`src/rtl/calc_pkg.sv`:
```
// Shared definitions for the calculator sequencer: command, op and select
// codes, the FSM state encoding and small decode helpers.
package calc_pkg;

    localparam int DATA_W = 8;
    // Hold counter width; HOLD_CYCLES is legal in 1..15.
    localparam int CNT_W  = 4;

    typedef enum logic [2:0] {
        CMD_NOP    = 3'b000,
        CMD_LOAD_A = 3'b001,
        CMD_LOAD_B = 3'b010,
        CMD_SET_OP = 3'b011,
        CMD_EQUALS = 3'b100,
        CMD_CLEAR  = 3'b101
    } cmd_e;

    typedef enum logic [1:0] {
        OP_ADD = 2'b00,
        OP_SUB = 2'b01,
        OP_AND = 2'b10,
        OP_OR  = 2'b11
    } op_e;

    // Select codes driven to the result holder.
    localparam logic [2:0] SEL_IDLE   = 3'b000;
    localparam logic [2:0] SEL_COMMIT = 3'b011;
    localparam logic [2:0] SEL_CLEAR  = 3'b100;

    typedef enum logic [1:0] {
        ST_IDLE   = 2'b00,
        ST_SETUP  = 2'b01,
        ST_COMMIT = 2'b10,
        ST_CLEAR  = 2'b11
    } state_e;

    // Codes 110/111 are reserved and always rejected.
    function automatic logic cmd_is_legal(input logic [2:0] code);
        return (code <= 3'(CMD_CLEAR));
    endfunction

    // Commands that do real work and therefore must be refused while busy.
    function automatic logic cmd_needs_idle(input logic [2:0] code);
        return (code == 3'(CMD_LOAD_A)) || (code == 3'(CMD_LOAD_B)) ||
               (code == 3'(CMD_SET_OP)) || (code == 3'(CMD_EQUALS));
    endfunction

endpackage

```
`src/rtl/calc_if.sv`:
```
// Command strobe and result-holder bus between the sequencer and its user.
// The master drives commands; the slave (the sequencer) returns the result,
// the holder select code and status pulses.
interface calc_if;
    import calc_pkg::*;

    logic              cmd_valid;
    logic [2:0]        cmd;
    logic [DATA_W-1:0] data_in;
    logic [DATA_W-1:0] result_out;
    logic [2:0]        sel_out;
    logic              carry;
    logic              busy;
    logic              done;
    logic              cmd_err;

    modport master (
        output cmd_valid,
        output cmd,
        output data_in,
        input  result_out,
        input  sel_out,
        input  carry,
        input  busy,
        input  done,
        input  cmd_err
    );

    modport slave (
        input  cmd_valid,
        input  cmd,
        input  data_in,
        output result_out,
        output sel_out,
        output carry,
        output busy,
        output done,
        output cmd_err
    );

endinterface

```
`src/rtl/calc_alu.sv`:
```
// Combinational 8-bit ALU: ADD with carry-out, SUB with borrow, bitwise AND/OR.
module calc_alu
    import calc_pkg::*;
(
    input  logic [DATA_W-1:0] i_a,
    input  logic [DATA_W-1:0] i_b,
    input  op_e               i_op,
    output logic [DATA_W-1:0] o_result,
    output logic              o_carry
);

    logic [DATA_W:0]   w_sum;
    logic [DATA_W:0]   w_diff;
    logic [DATA_W-1:0] w_and;
    logic [DATA_W-1:0] w_or;

    // Zero-extended so bit 8 is the carry on add and the borrow on subtract.
    assign w_sum  = {1'b0, i_a} + {1'b0, i_b};
    assign w_diff = {1'b0, i_a} - {1'b0, i_b};

    genvar gi;
    generate
        for (gi = 0; gi < DATA_W; gi++) begin : g_bitwise
            assign w_and[gi] = i_a[gi] & i_b[gi];
            assign w_or[gi]  = i_a[gi] | i_b[gi];
        end
    endgenerate

    // Result and carry selection by op code; logic ops never carry.
    always_comb begin
        o_result = w_sum[DATA_W-1:0];
        o_carry  = 1'b0;
        case (i_op)
            OP_ADD: begin
                o_result = w_sum[DATA_W-1:0];
                o_carry  = w_sum[DATA_W];
            end
            OP_SUB: begin
                o_result = w_diff[DATA_W-1:0];
                o_carry  = w_diff[DATA_W];
            end
            OP_AND: o_result = w_and;
            OP_OR:  o_result = w_or;
            default: begin
                o_result = w_sum[DATA_W-1:0];
                o_carry  = 1'b0;
            end
        endcase
    end

endmodule

```
`src/rtl/calc_sequencer.sv`:
```
// Calculator control sequencer. Collects operands and an op code from the
// command strobe, evaluates on EQUALS, then walks IDLE -> SETUP -> COMMIT so
// the holder sees a stable result for at least two samples before it latches.
// CLEAR overrides everything and drives the holder's clear code for one cycle.
module calc_sequencer
    import calc_pkg::*;
#(
    // Cycles of SEL_COMMIT per commit, legal 1..15.
    parameter int HOLD_CYCLES = 2
)(
    input  logic  clock,
    input  logic  reset_n,
    calc_if.slave bus
);

    state_e            r_state;
    logic [DATA_W-1:0] r_a;
    logic [DATA_W-1:0] r_b;
    op_e               r_op;
    logic [DATA_W-1:0] r_result;
    logic              r_carry;
    logic [2:0]        r_sel;
    logic              r_busy;
    logic              r_done;
    logic              r_cmd_err;
    logic [CNT_W-1:0]  r_cnt;

    logic [DATA_W-1:0] w_alu_result;
    logic              w_alu_carry;
    logic              w_clear;
    logic              w_err;

    calc_alu u_alu (
        .i_a      (r_a),
        .i_b      (r_b),
        .i_op     (r_op),
        .o_result (w_alu_result),
        .o_carry  (w_alu_carry)
    );

    // CLEAR wins in every state and is never reported as an error, even when
    // it aborts a commit in progress.
    assign w_clear = bus.cmd_valid && (bus.cmd == 3'(CMD_CLEAR));

    // Reserved codes are always errors; real work is refused outside IDLE.
    assign w_err = bus.cmd_valid &&
                   (!cmd_is_legal(bus.cmd) ||
                    ((r_state != ST_IDLE) && cmd_needs_idle(bus.cmd)));

    // Sequencer FSM with operand registers, hold counter and registered outputs.
    always_ff @(posedge clock or negedge reset_n) begin
        if (!reset_n) begin
            r_state   <= ST_IDLE;
            r_a       <= '0;
            r_b       <= '0;
            r_op      <= OP_ADD;
            r_result  <= '0;
            r_carry   <= 1'b0;
            r_sel     <= SEL_IDLE;
            r_busy    <= 1'b0;
            r_done    <= 1'b0;
            r_cmd_err <= 1'b0;
            r_cnt     <= '0;
        end else begin
            r_done    <= 1'b0;
            r_cmd_err <= 1'b0;
            if (w_clear) begin
                r_state  <= ST_CLEAR;
                r_a      <= '0;
                r_b      <= '0;
                r_op     <= OP_ADD;
                r_result <= '0;
                r_carry  <= 1'b0;
                r_sel    <= SEL_CLEAR;
                r_busy   <= 1'b1;
                r_cnt    <= '0;
            end else begin
                r_cmd_err <= w_err;
                case (r_state)
                    ST_IDLE: begin
                        if (bus.cmd_valid) begin
                            case (bus.cmd)
                                CMD_LOAD_A: r_a  <= bus.data_in;
                                CMD_LOAD_B: r_b  <= bus.data_in;
                                CMD_SET_OP: r_op <= op_e'(bus.data_in[1:0]);
                                CMD_EQUALS: begin
                                    // Result is chained back into a so the
                                    // next EQUALS continues from it.
                                    r_result <= w_alu_result;
                                    r_carry  <= w_alu_carry;
                                    r_a      <= w_alu_result;
                                    r_state  <= ST_SETUP;
                                    r_busy   <= 1'b1;
                                end
                                default: ;
                            endcase
                        end
                    end
                    ST_SETUP: begin
                        // One quiet cycle so the holder sees the new result
                        // before the commit code appears.
                        r_state <= ST_COMMIT;
                        r_sel   <= SEL_COMMIT;
                        r_cnt   <= CNT_W'(HOLD_CYCLES - 1);
                        r_done  <= (HOLD_CYCLES == 1);
                    end
                    ST_COMMIT: begin
                        if (r_cnt == '0) begin
                            r_state <= ST_IDLE;
                            r_sel   <= SEL_IDLE;
                            r_busy  <= 1'b0;
                        end else begin
                            r_cnt  <= r_cnt - CNT_W'(1);
                            r_done <= (r_cnt == CNT_W'(1));
                        end
                    end
                    ST_CLEAR: begin
                        r_state <= ST_IDLE;
                        r_sel   <= SEL_IDLE;
                        r_busy  <= 1'b0;
                    end
                    default: begin
                        r_state <= ST_IDLE;
                        r_sel   <= SEL_IDLE;
                        r_busy  <= 1'b0;
                    end
                endcase
            end
        end
    end

    assign bus.result_out = r_result;
    assign bus.sel_out    = r_sel;
    assign bus.carry      = r_carry;
    assign bus.busy       = r_busy;
    assign bus.done       = r_done;
    assign bus.cmd_err    = r_cmd_err;

endmodule
```
`src/flat_wrapper.sv`:
```
// flat-port wrapper written by rule: the top's interface ports become plain ports
module calc_sequencer_flat import calc_pkg::*;
#(
                                                    
    parameter int HOLD_CYCLES = 2
)
  (clock, reset_n, bus_cmd_valid, bus_cmd, bus_data_in, bus_result_out, bus_sel_out, bus_carry, bus_busy, bus_done, bus_cmd_err);
  calc_if bus_i ();
  input  logic clock;
  input  logic reset_n;
  input wire logic [$bits(bus_i.cmd_valid)-1:0] bus_cmd_valid;
  input wire logic [$bits(bus_i.cmd)-1:0] bus_cmd;
  input wire logic [$bits(bus_i.data_in)-1:0] bus_data_in;
  output wire logic [$bits(bus_i.result_out)-1:0] bus_result_out;
  output wire logic [$bits(bus_i.sel_out)-1:0] bus_sel_out;
  output wire logic [$bits(bus_i.carry)-1:0] bus_carry;
  output wire logic [$bits(bus_i.busy)-1:0] bus_busy;
  output wire logic [$bits(bus_i.done)-1:0] bus_done;
  output wire logic [$bits(bus_i.cmd_err)-1:0] bus_cmd_err;
  assign bus_i.cmd_valid = bus_cmd_valid;
  assign bus_i.cmd = bus_cmd;
  assign bus_i.data_in = bus_data_in;
  assign bus_result_out = bus_i.result_out;
  assign bus_sel_out = bus_i.sel_out;
  assign bus_carry = bus_i.carry;
  assign bus_busy = bus_i.busy;
  assign bus_done = bus_i.done;
  assign bus_cmd_err = bus_i.cmd_err;
  calc_sequencer #(.HOLD_CYCLES(HOLD_CYCLES)) u_core (.clock(clock), .reset_n(reset_n), .bus(bus_i));
endmodule
```
`config.mk`:
```
export PLATFORM = sky130hd
export DESIGN_NAME = calc_sequencer_flat
export DESIGN_NICKNAME = d
export VERILOG_FILES = /design/src/rtl/calc_pkg.sv /design/src/rtl/calc_if.sv /design/src/rtl/calc_alu.sv /design/src/rtl/calc_sequencer.sv /design/src/flat_wrapper.sv
export SDC_FILE = /design/constraint.sdc
export NUM_CORES = 1
export LEC_CHECK = 0
export BUFFER_PORTS_ARGS = -buffer_cell sky130_fd_sc_hd__buf_2
export CAP_MARGIN = 10
export CORE_AREA = 3 3 75 77
export DETAILED_ROUTE_END_ITERATION = 12
export DIE_AREA = 0 0 78 80
export MAX_ROUTING_LAYER = met4
export PLACE_DENSITY = 0.83
export SYNTH_ARGS = -nofsm -noshare
export SYNTH_HDL_FRONTEND = slang
export SYNTH_SLANG_ARGS = --single-unit
export TNS_END_PERCENT = 20
```
`constraint.sdc`:
```
create_clock -name clock -period 3.2 [get_ports clock]
set_clock_uncertainty 0.1 [all_clocks]
set_input_delay 0.64 -clock clock [delete_from_list [all_inputs] [get_ports clock]]
set_output_delay 0.64 -clock clock [all_outputs]
set_load 0.02 [all_outputs]
```
==> metrics.csv, run 1 <==
metric,value,unit
hold_class,input port to asynchronous set/reset pin,
netlist_top_cells_area,"dfrtp_1, ha_1, o21ai_0, nand2_1, inv_1",
numPortBuffers,28,
fin_area,3176,um^2
top_usage_layer,met2,
ys_types,44,
tns,0,ns
critPathKind,flip-flop to flip-flop,
status,completed,
drive_gt1_share,13.42,%
cts_tree,yes,
drv_cap,0,
path_max_fanout,4,
r2r_slack,0.70,ns
avgViaCountPerCell,5.892,
fin_crit,2.501,ns
synthSimpleGateAreaFrac,17.46,%
synthAdderAreaFrac,15.40,%
synth_xor_area_share,2.144,%
num_rows,26,
dp.cells,427,
synthFlopType,dfrtp_1,
grtUsageMet3,3.612,%
ys_seq_area_share,33.26,%
synthMuxAreaShare,3.720,%
r2r_cells,8,
maxSlewViolCount,0,
grt_pass1_wl,11.77,mm
grt_usage,24.39,%
cp_data_required_time,3.31,ns
syn_nets,390,
max-slew-margin-rel,43.45,%
gp_congestion,0.9658,
crit_path_start_kind,flip-flop,
clock_latency,0.29,ns
routed_wl,6.999,mm
grt_overflow,0,
ctsResizeCount,0,
synthCells,342,
crit-reg2reg-launch,u_core.r_b[0],
p_leak,1.609,nW
synth_edf_count,0,
post_cts_buffers,0,
final-instance-count-excl-fill,435,
antenna_found_initial,0,
rsz0062_at_grt,no,
nets,412,
core_area,5075,um^2
vias,2563,
worst_setup_path_end_kind,flip-flop,
cts_buffers,5,
synth.avg_cell_area,8.360,um^2
worstMarginPinSlew,0.8482,ns
final_hold_viol_count,0,
async_flop_share,100.0,%
route.detailed.wl_per_inst,16.09,um
start_util,56.34,%
dpl_cell_area,3038,um^2
cts_root_buf,clkbuf_8,
r2r-end,u_core.r_a[6],
cts_hold_buf,0,
finalCritPeriodShare,78.15,%
setup_viol,0,
areaGrowthSynthToFinish,11.07,%
fmax,399.9,MHz
clk_path_buf_depth,2,
yosysTopAreaCellShare,33.26,%
critical_path_arrival,2.61,ns
dr.pass1.iters,5,
grt_max_degree,39,
drt-initial-drc-count,233,
synth_top_area_cell,dfrtp_1,
synth_top_family_by_area,compound AO/OA/AOI/OAI gates,
syn_area,2859,um^2
h-tree-depth,2,
io_pins,29,
dp_slack,0.7103,ns
setup_ws,0.6993,ns
synth_compound_area_share,21.18,%
die-area,6240,um^2
grtUsageMet2,40.33,%
hold_ws,0.3471,ns
peakVddDrop,586.4,uV
place_hpwl,5.137,mm
die_h,80,um
synth-seq-cells,38,
path_clk_slew,0.08,ns
met1_usage,29.93,%
ant_nets,0,
fp.dieW,78,um
grt_pass1_vias,2554,
cts_num_sinks,38,
drc,0,
power_per_cell_area,1043,nW/um^2
diodes,0,
synth_warnings,0,
==> stage by stage <==
| step | util [%] | total power, mW |
|---|---|---|
| after floorplan | - | 2.336 |
| after CTS | 62.57 | 3.300 |
| final | 62.57 | 3.312 |
| after global routing | 62.57 | 3.598 |
| after detailed placement | 59.86 | 2.783 |
| after global placement | 59.86 | 2.697 |
==> where the power goes <==
part	total [mW]	switching [mW]	internal [mW]
logic	1.92	1.13	0.790
registers	0.903	0.228	0.675
clock network	0.494	0.181	0.312
total	3.31	1.53	1.78
==> layout make-up <==
type | count | area, um^2
inverters | 31 | 116.4
flip-flops and latches | 38 | 950.9
clock inverters | 3 | 68.82
clock buffers | 5 | 68.82
well taps | 70 | 87.58
multi-input cells | 256 | 1713
fillers | 431 | 1899
repair buffers | 32 | 170.2
==> worst max-delay path by stage <==
stage | startpoint | endpoint | slack, ns | cells past startpoint
final | u_core.r_b[0] | u_core.r_a[6] | 0.70 | 8
after global routing | u_core.r_a[0] | u_core.bus.result_out[6] | 0.44 | 9
after detailed placement | u_core.r_b[0] | u_core.r_a[6] | 0.71 | 8
after global placement | u_core.r_b[0] | u_core.r_a[6] | 0.76 | 8
after floorplan | u_core.r_b[0] | u_core.r_a[6] | 0.86 | 8
after CTS | u_core.r_b[0] | u_core.r_a[6] | 0.69 | 8
==> cell usage after synthesis (all sizes together), types with 2 or more instances <==
cell,instances
nand2b,2
nand3,8
and3,2
nor2,25
nor2b,5
nand2,44
clkbuf,12
inv,31
mux2i,5
o31ai,2
and2,4
a211o,2
a211oi,2
a21o,11
nand4,3
ha,32
nor3,14
a21oi,21
nor4,2
buf,5
o211ai,4
a22o,2
fa,2
o21ba,2
mux2,3
xor2,2
a221oi,4
dfrtp,38
o21ai,36
o22ai,2
xnor2,5
==> worst max-delay path: stages (launching register included) <==
cell	delay (ns)
dfrtp_1	0.42
ha_1	0.25
fa_1	0.39
a21o_1	0.19
a221oi_2	0.29
xnor2_1	0.12
a221oi_2	0.26
o31ai_1	0.13
a221oi_2	0.26
==> per-layer routing <==
metal  part of all wire, %  wire, um
met4                   1.9       131
met5                     0         0
met2                    49      3445
met1                    43      3017
met3                   5.8       405
==> logic make-up (layout without fill, tap and decap cells) <==
| kind of cell | count (synthesis) | after routing |
|---|---|---|
| fa+ha+maj | 34 | 34 |
| simple gates | 111 | 111 |
| mux | 9 | 9 |
| compound gates | 95 | 95 |
| xor+xnor | 7 | 7 |
| flops | 38 | 38 |
| buf+inv | 48 | 71 |
==> cells in the final DEF, fill, tap and decap left out, types with 4 or more instances in the layout <==
cell / count
a21o_1: 11
a21oi_1: 21
and2_1: 4
buf_2: 28
buf_4: 4
clkbuf_8: 5
dfrtp_1: 38
ha_1: 32
inv_1: 31
mux2i_1: 5
nand2_1: 44
nand3_1: 8
nor2_1: 25
nor2b_1: 5
nor3_1: 14
o211ai_1: 4
o21ai_0: 36
xnor2_1: 5
==> flip-flops by register name, summed over array words and instances, names as in the netlist, 2 cells and up <==
name and count:
u_core.bus.result_out 8, u_core.r_a 8, u_core.r_b 8, u_core.r_cnt 4, u_core.bus.sel_out 2, u_core.r_op 2
u_core.r_state 2
Note: power is estimated with default switching activity, not from simulation.
==> inputs of run 2 (changes only) <==
--- a/config.mk
+++ b/config.mk
@@ -7,9 +7,9 @@
 export LEC_CHECK = 0
 export BUFFER_PORTS_ARGS = -buffer_cell sky130_fd_sc_hd__buf_2
 export CAP_MARGIN = 10
-export CORE_AREA = 3 3 75 77
+export CORE_AREA = 3 3 77 79
 export DETAILED_ROUTE_END_ITERATION = 12
-export DIE_AREA = 0 0 78 80
+export DIE_AREA = 0 0 80 82
 export MAX_ROUTING_LAYER = met4
 export PLACE_DENSITY = 0.83
 export SYNTH_ARGS = -nofsm -noshare
==> constraint.sdc (replaced) <==
create_clock -name clock -period 2.1 [get_ports clock]
set_clock_uncertainty 0.1 [all_clocks]
set_input_delay 0.42 -clock clock [delete_from_list [all_inputs] [get_ports clock]]
set_output_delay 0.42 -clock clock [all_outputs]
set_load 0.02 [all_outputs]
==> run 2 against run 1 <==
  * The run now ends with setup timing left
  * Combinational power rose by 110%
  * Sequential power grew 48%
  * Via count up 13%
  * Clock-buffer cell count did not move
  * Highest routed layer unchanged
==> metrics.csv, run 2 (synthesis results as in run 1) <==
metric,value,unit,change
status,"complete, but fails checks",,
violations,setup timing,,
cts_hold_buf,0,,unchanged
most-common-layout-cells,"buf_4, nand2_1, dfrtp_1, o21ai_0, inv_1",,
worst_path_largest_cell_delay,0.39,ns,-0.03 ns
critPathKind,flip-flop to flip-flop,,
swShare,46.47,%,+0.14 points
vias,2884,,+13%
dr.pass1.iters,6,,+1
grt_pass1_vias,2718,,+6.4%
cts_tree,yes,,
cts_num_sinks,38,,unchanged
finalCritPeriodShare,119.2,%,+41 points
final_hold_viol_count,0,,unchanged
die_h,82,um,+2.5%
setup_viol,11,,+11
fmax,399.4,MHz,-0.13%
power_frac_comb,66.1,%,+8.3 points
avgViaCountPerCell,5.983,,+1.6%
pwr-share-clk,12.2,%,-2.7 points
grt_max_degree,39,,unchanged
route.detailed.wl_per_inst,18.05,um,+12%
numPortBuffers,28,,unchanged
cts_buffers,5,,unchanged
cp_slowest_cell,dfrtp_1,,
r2r_slack,-0.40,ns,-1.10 ns
register_area,953.4,um^2,+0.26%
io_pins,29,,unchanged
nets,457,,+11%
num_rows,27,,+3.8%
antenna_found_initial,0,,unchanged
clock_latency,0.29,ns,about the same
cp_data_required_time,2.19,ns,-1.12 ns
drt-initial-drc-count,290,,+24%
netSwitchingPower,2.874,mW,+87%
h-tree-depth,2,,unchanged
core_area,5405,um^2,+6.5%
hold_class,input port to asynchronous set/reset pin,,
path_clk_slew,0.08,ns,about the same
ant_nets,0,,unchanged
grt_pass1_wl,12.90,mm,+9.6%
crit_chain,inv_1 > ha_2 > fa_2 > o21ba_4 > a211oi_4 > a211oi_2 > xnor2_1 > a21oi_2 > a211o_1,,
routed_wl,8.698,mm,+24%
r2r_cells,9,,+1
cts_root_buf,clkbuf_8,,
critical_path_arrival,2.59,ns,-0.02 ns
areaGrowthSynthToFinish,27.61,%,
drive_gt1_share,28.54,%,+15 points
p_int,3.310,mW,+86%
crit_path_start_kind,flip-flop,,
worst_setup_path_end_kind,flip-flop,,
setup_ws,-0.4039,ns,-1.103 ns
start_util,52.89,%,-3.4 points
dp.cells,468,,+9.6%
grt_overflow,0,,unchanged
clk_path_buf_depth,2,,unchanged
layout_commonest_cell,buf_4,,
max-slew-margin-rel,66.16,%,+23 points
final-instance-count-excl-fill,482,,+11%
r2r-end,u_core.r_a[4],,
rsz0062_at_grt,yes,,
gp_congestion,0.9690,,+0.33%
drv_cap,0,,unchanged
place_hpwl,5.652,mm,+10%
fp.dieW,80,um,+2.6%
fill_cells,415,,-3.7%
path_max_fanout,3,,-1
drc,0,,unchanged
multiInputGateArea,1839,um^2,+7.4%
grt_usage,26.27,%,+1.9 points
peakVddDrop,1004,uV,+71%
die-area,6560,um^2,+5.1%
tns,-2.115,ns,-2.115 ns
fin_crit,2.504,ns,+0.003161 ns
crit-reg2reg-launch,u_core.r_a[0],,
diodes,0,,unchanged
power_per_cell_area,1695,nW/um^2,+62%
worstMarginPinSlew,0.5077,ns,-0.3405 ns
share_seq_of_total_power,21.7,%,-5.6 points
p_leak,1.838,nW,+14%
maxSlewViolCount,0,,unchanged
## run 2: cell types whose count changed in the layout (fill, tap and decap cells not counted), moves of 3 or more
| cell | previous run | this run |
|---|---|---|
| buf_4 | 4 | 48 |
| o21ai_1 | 0 | 3 |
| o21ai_0 | 36 | 33 |
| ha_2 | 0 | 3 |
| ha_1 | 32 | 27 |
## run 2: cell type report
type                       instances  area share (%)
clock buffer                       5           1.886
clock inverter                     3           1.886
inverter                          31           3.189
multi-input combinational        256           50.41
sequential                        38           26.13
tap                               72           2.469
timing repair buffer              77           14.03
## run 2: how the worst max path moves through the flow
| stage | from | end | slack, ns | depth (start not counted) |
|---|---|---|---|---|
| 2_1_floorplan | u_core.r_b[0] | u_core.r_a[6] | -0.13 | 8 |
| 3_3_place_gp | u_core.r_b[0] | u_core.r_a[6] | -0.19 | 8 |
| 3_5_place_dp | u_core.r_b[0] | u_core.r_a[4] | -0.29 | 8 |
| 4_1_cts | u_core.r_b[0] | u_core.r_a[6] | -0.32 | 8 |
| 5_1_grt | u_core.r_a[0] | u_core.r_a[6] | -0.48 | 8 |
| 6_report | u_core.r_a[0] | u_core.r_a[4] | -0.40 | 9 |
## run 2: power by group through the flow
stage / sequential (mW) / combinational (mW) / clock (mW)
6_report: 1.34 / 4.09 / 0.755
5_1_grt: 1.38 / 4.37 / 0.789
4_1_cts: 1.32 / 3.63 / 0.763
3_5_place_dp: 1.32 / 3.40 / 0
3_3_place_gp: 1.30 / 3.25 / 0
2_1_floorplan: 1.39 / 2.20 / 0
## run 2: timing repair
item / 4_1_cts / 5_1_grt
pin swaps: 11 / 6
setup buffers: 3 / 3
gates resized for setup: 15 / 13
setup endpoints to repair: 13 / 15
## run 2: critical path: cells and delay by family, from the launching register on
family | cells | cell delay [ns]
AO/OA/AOI/OAI | 5 | 0.94
adder cells (fa/ha/maj) | 2 | 0.58
flip-flops | 1 | 0.39
XOR/XNOR | 1 | 0.28
buffers and inverters | 1 | 0.10
## run 2: routing by layer
metal | global-route usage [%] | wire (um)
met1 | 30.95 | 3383
met2 | 46.61 | 4395
met3 | 3.289 | 662
met4 | 8.615 | 255
met5 | - | 0
## run 2: through the flow
stage                     area (um^2)  utilization (%)  hold slack, ns  setup slack, ns  power [mW]
after floorplan                  2869                -         0.02441          -0.1322       3.582
after global placement           3343            61.85          0.3567          -0.1915       4.553
after detailed placement         3343            61.85          0.3658          -0.2938       4.717
after CTS                        3548            65.65         0.08001          -0.3190       5.720
after global routing             3649            67.50          0.1228          -0.4753       6.535
final                            3649            67.50         0.08067          -0.4039       6.184
==> inputs of run 3 (changes only) <==
--- a/config.mk
+++ b/config.mk
@@ -12,7 +12,8 @@
 export DIE_AREA = 0 0 80 82
 export MAX_ROUTING_LAYER = met4
 export PLACE_DENSITY = 0.83
+export REMOVE_ABC_BUFFERS = 1
 export SYNTH_ARGS = -nofsm -noshare
 export SYNTH_HDL_FRONTEND = slang
 export SYNTH_SLANG_ARGS = --single-unit
-export TNS_END_PERCENT = 20
+export TNS_END_PERCENT = 5
==> run 3 against run 2 <==
  * The flow still finishes with violations (setup timing)
  * Worst hold slack got worse by 0.014 ns
  * Global-route usage decreased by 0.64 points
  * Clock power increased by 1%
  * Non-clock buffer count increased by 6
  * Register-to-register slack improved by 0.03 ns
  * Die area unchanged
  * Critical path type unchanged
  * Critical endpoint is now u_core.bus.carry
==> metrics.csv, run 3 (synthesis results as in run 1) <==
metric,value,unit,change
final-instance-count-excl-fill,488,,+1.2%
drc,0,,unchanged
num_rows,27,,unchanged
violations,setup timing,,
start_util,52.89,%,unchanged
p_leak,1.854,nW,+0.84%
setup_ws,-0.3727,ns,+0.03112 ns
setup_viol,12,,+1
core_area,5405,um^2,unchanged
r2r-end,u_core.bus.carry,,
power_per_cell_area,1629,nW/um^2,-3.9%
cp_data_required_time,2.18,ns,about the same
routed_wl,7.918,mm,-9.0%
rsz0062_at_grt,yes,,
maxSlewViolCount,0,,unchanged
path_clk_slew,0.08,ns,about the same
hold_ws,0.06647,ns,-0.01420 ns
cp_common_cell,buf_4,,
worstMarginPinSlew,0.5851,ns,+0.07743 ns
dp.cells,475,,+1.5%
ant_nets,0,,unchanged
hold_class,input port to asynchronous set/reset pin,,
finalCritPeriodShare,117.7,%,-1.5 points
vias,2823,,-2.1%
diodes,0,,unchanged
crit-reg2reg-launch,u_core.r_a[0],,
dp_slack,-0.4324,ns,-0.1387 ns
r2r_slack,-0.37,ns,+0.03 ns
cts_hold_buf,0,,unchanged
critical_path_arrival,2.56,ns,-0.03 ns
cts_tree,yes,,
grt_pass1_wl,12.70,mm,-1.5%
areaGrowthSynthToFinish,26.08,%,
routed-wl-met3,503,um,-24%
clock_latency,0.30,ns,about the same
io_pins,29,,unchanged
numPortBuffers,28,,unchanged
die-area,6560,um^2,unchanged
final_hold_viol_count,0,,unchanged
drv_cap,0,,unchanged
avgViaCountPerCell,5.785,,-3.3%
final_core_util,66.69,%,-0.81 points
routed.top_layer,met4,,
cp.depth,11,,+2
drt-initial-drc-count,232,,-20%
grt_pass1_vias,2753,,+1.3%
place_hpwl,5.689,mm,+0.66%
worst_setup_path_end_kind,flip-flop,,
cts_num_sinks,38,,unchanged
critPathKind,flip-flop to flip-flop,,
most-common-layout-cells,"buf_4, nand2_1, dfrtp_1, o21ai_0, inv_1",,
grt_max_degree,39,,unchanged
m1WireLength,3.228,mm,-4.6%
fin_crit,2.473,ns,-0.03112 ns
max-slew-margin-rel,60.99,%,-5.2 points
grt_overflow,0,,unchanged
cp_slowest_cell,dfrtp_1,,
cts_buffers,5,,unchanged
drive_gt1_share,26.92,%,-1.6 points
tns,-2.217,ns,-0.1029 ns
dr.pass1.iters,5,,-1
h-tree-depth,2,,unchanged
nets,463,,+1.3%
route.detailed.wl_per_inst,16.23,um,-10%
wl_met2,3.936,mm,-10%
crit_path_start,u_core.r_a[0],,
status,"complete, but fails checks",,
r2r_cells,11,,+2
fmax,404.4,MHz,+1.3%
critPathTopFamily,compound AO/OA/AOI/OAI gates,,
clk_path_buf_depth,2,,unchanged
cp-endpoint,u_core.bus.carry,,
crit_chain,ha_2 > fa_2 > a21o_1 > a221oi_2 > buf_4 > buf_4 > buf_4 > nor2_1 > nor2_1 > o221ai_1 > a22o_1,,
gp_congestion,1.005,,+3.7%
cp.buffers_inverters,3,,+2
peakVddDrop,1084,uV,+8.0%
crit_path_start_kind,flip-flop,,
die_h,82,um,unchanged
layout_commonest_cell,buf_4,,
fp.dieW,80,um,unchanged
path_max_fanout,3,,unchanged
antenna_found_initial,0,,unchanged
cts_root_buf,clkbuf_8,,
worst_path_largest_cell_delay,0.41,ns,+0.02 ns
grt_usage,25.63,%,-0.64 points
run 3: changes by cell type in the layout (fill, tap and decap cells not counted), sizes merged:
cell / delta
buf: +6
run 3: metrics by stage:
| step | cell area (um^2) | power [mW] |
|---|---|---|
| 2_1_floorplan | 2780 | 3.494 |
| 3_3_place_gp | 3386 | 4.641 |
| 3_5_place_dp | 3386 | 4.794 |
| 4_1_cts | 3566 | 5.686 |
| 5_1_grt | 3605 | 6.342 |
| 6_report | 3605 | 5.873 |
run 3: worst min path at each step:
stage                             startpoint                       end  depth (start not counted)
floorplan                            reset_n           u_core.bus.busy                          0
global placement    u_core.bus.result_out[1]  u_core.bus.result_out[1]                          2
detailed placement  u_core.bus.result_out[1]  u_core.bus.result_out[1]                          2
CTS                                  reset_n           u_core.bus.done                          2
global route                         reset_n     u_core.bus.sel_out[1]                          2
finish                               reset_n         u_core.r_state[1]                          2
run 3: cell type report:
class,count,area (um^2)
Multi-Input combinational cell,256,1755
Sequential cell,38,952.2
Tap cell,72,90.09
Timing Repair Buffer,83,553.0
Fill cell,435,1800
Clock buffer,5,68.82
Clock inverter,3,68.82
Inverter,31,116.4
run 3: where the power goes:
part	internal, mW	switching [mW]	leakage [nW]
clock network	0.476	0.289	0.0683
logic	1.75	2.06	1.31
registers	1.03	0.272	0.480
run 3: worst reg2reg max path, cell delays in order, from the launching register on:
cell      delay, ns
dfrtp_1        0.41
ha_2           0.22
fa_2           0.34
a21o_1         0.19
a221oi_2       0.29
buf_4          0.16
buf_4          0.09
buf_4          0.09
nor2_1         0.04
nor2_1         0.10
o221ai_1       0.12
a22o_1         0.20
run 3: per-layer routing:
metal  global-route usage (%)  up-vias
li1                         -     1320
met5                        -        -
met1                    29.69     1338
met2                    45.20      132
met4                    8.784        0
met3                    4.167       33
run 3: repair_timing:
action	4_1_cts	5_1_grt
endpoints found under the setup margin	14	18
setup buffers	3	2
gates resized for setup	8	8
pin swaps	12	7
gates cloned	0	0
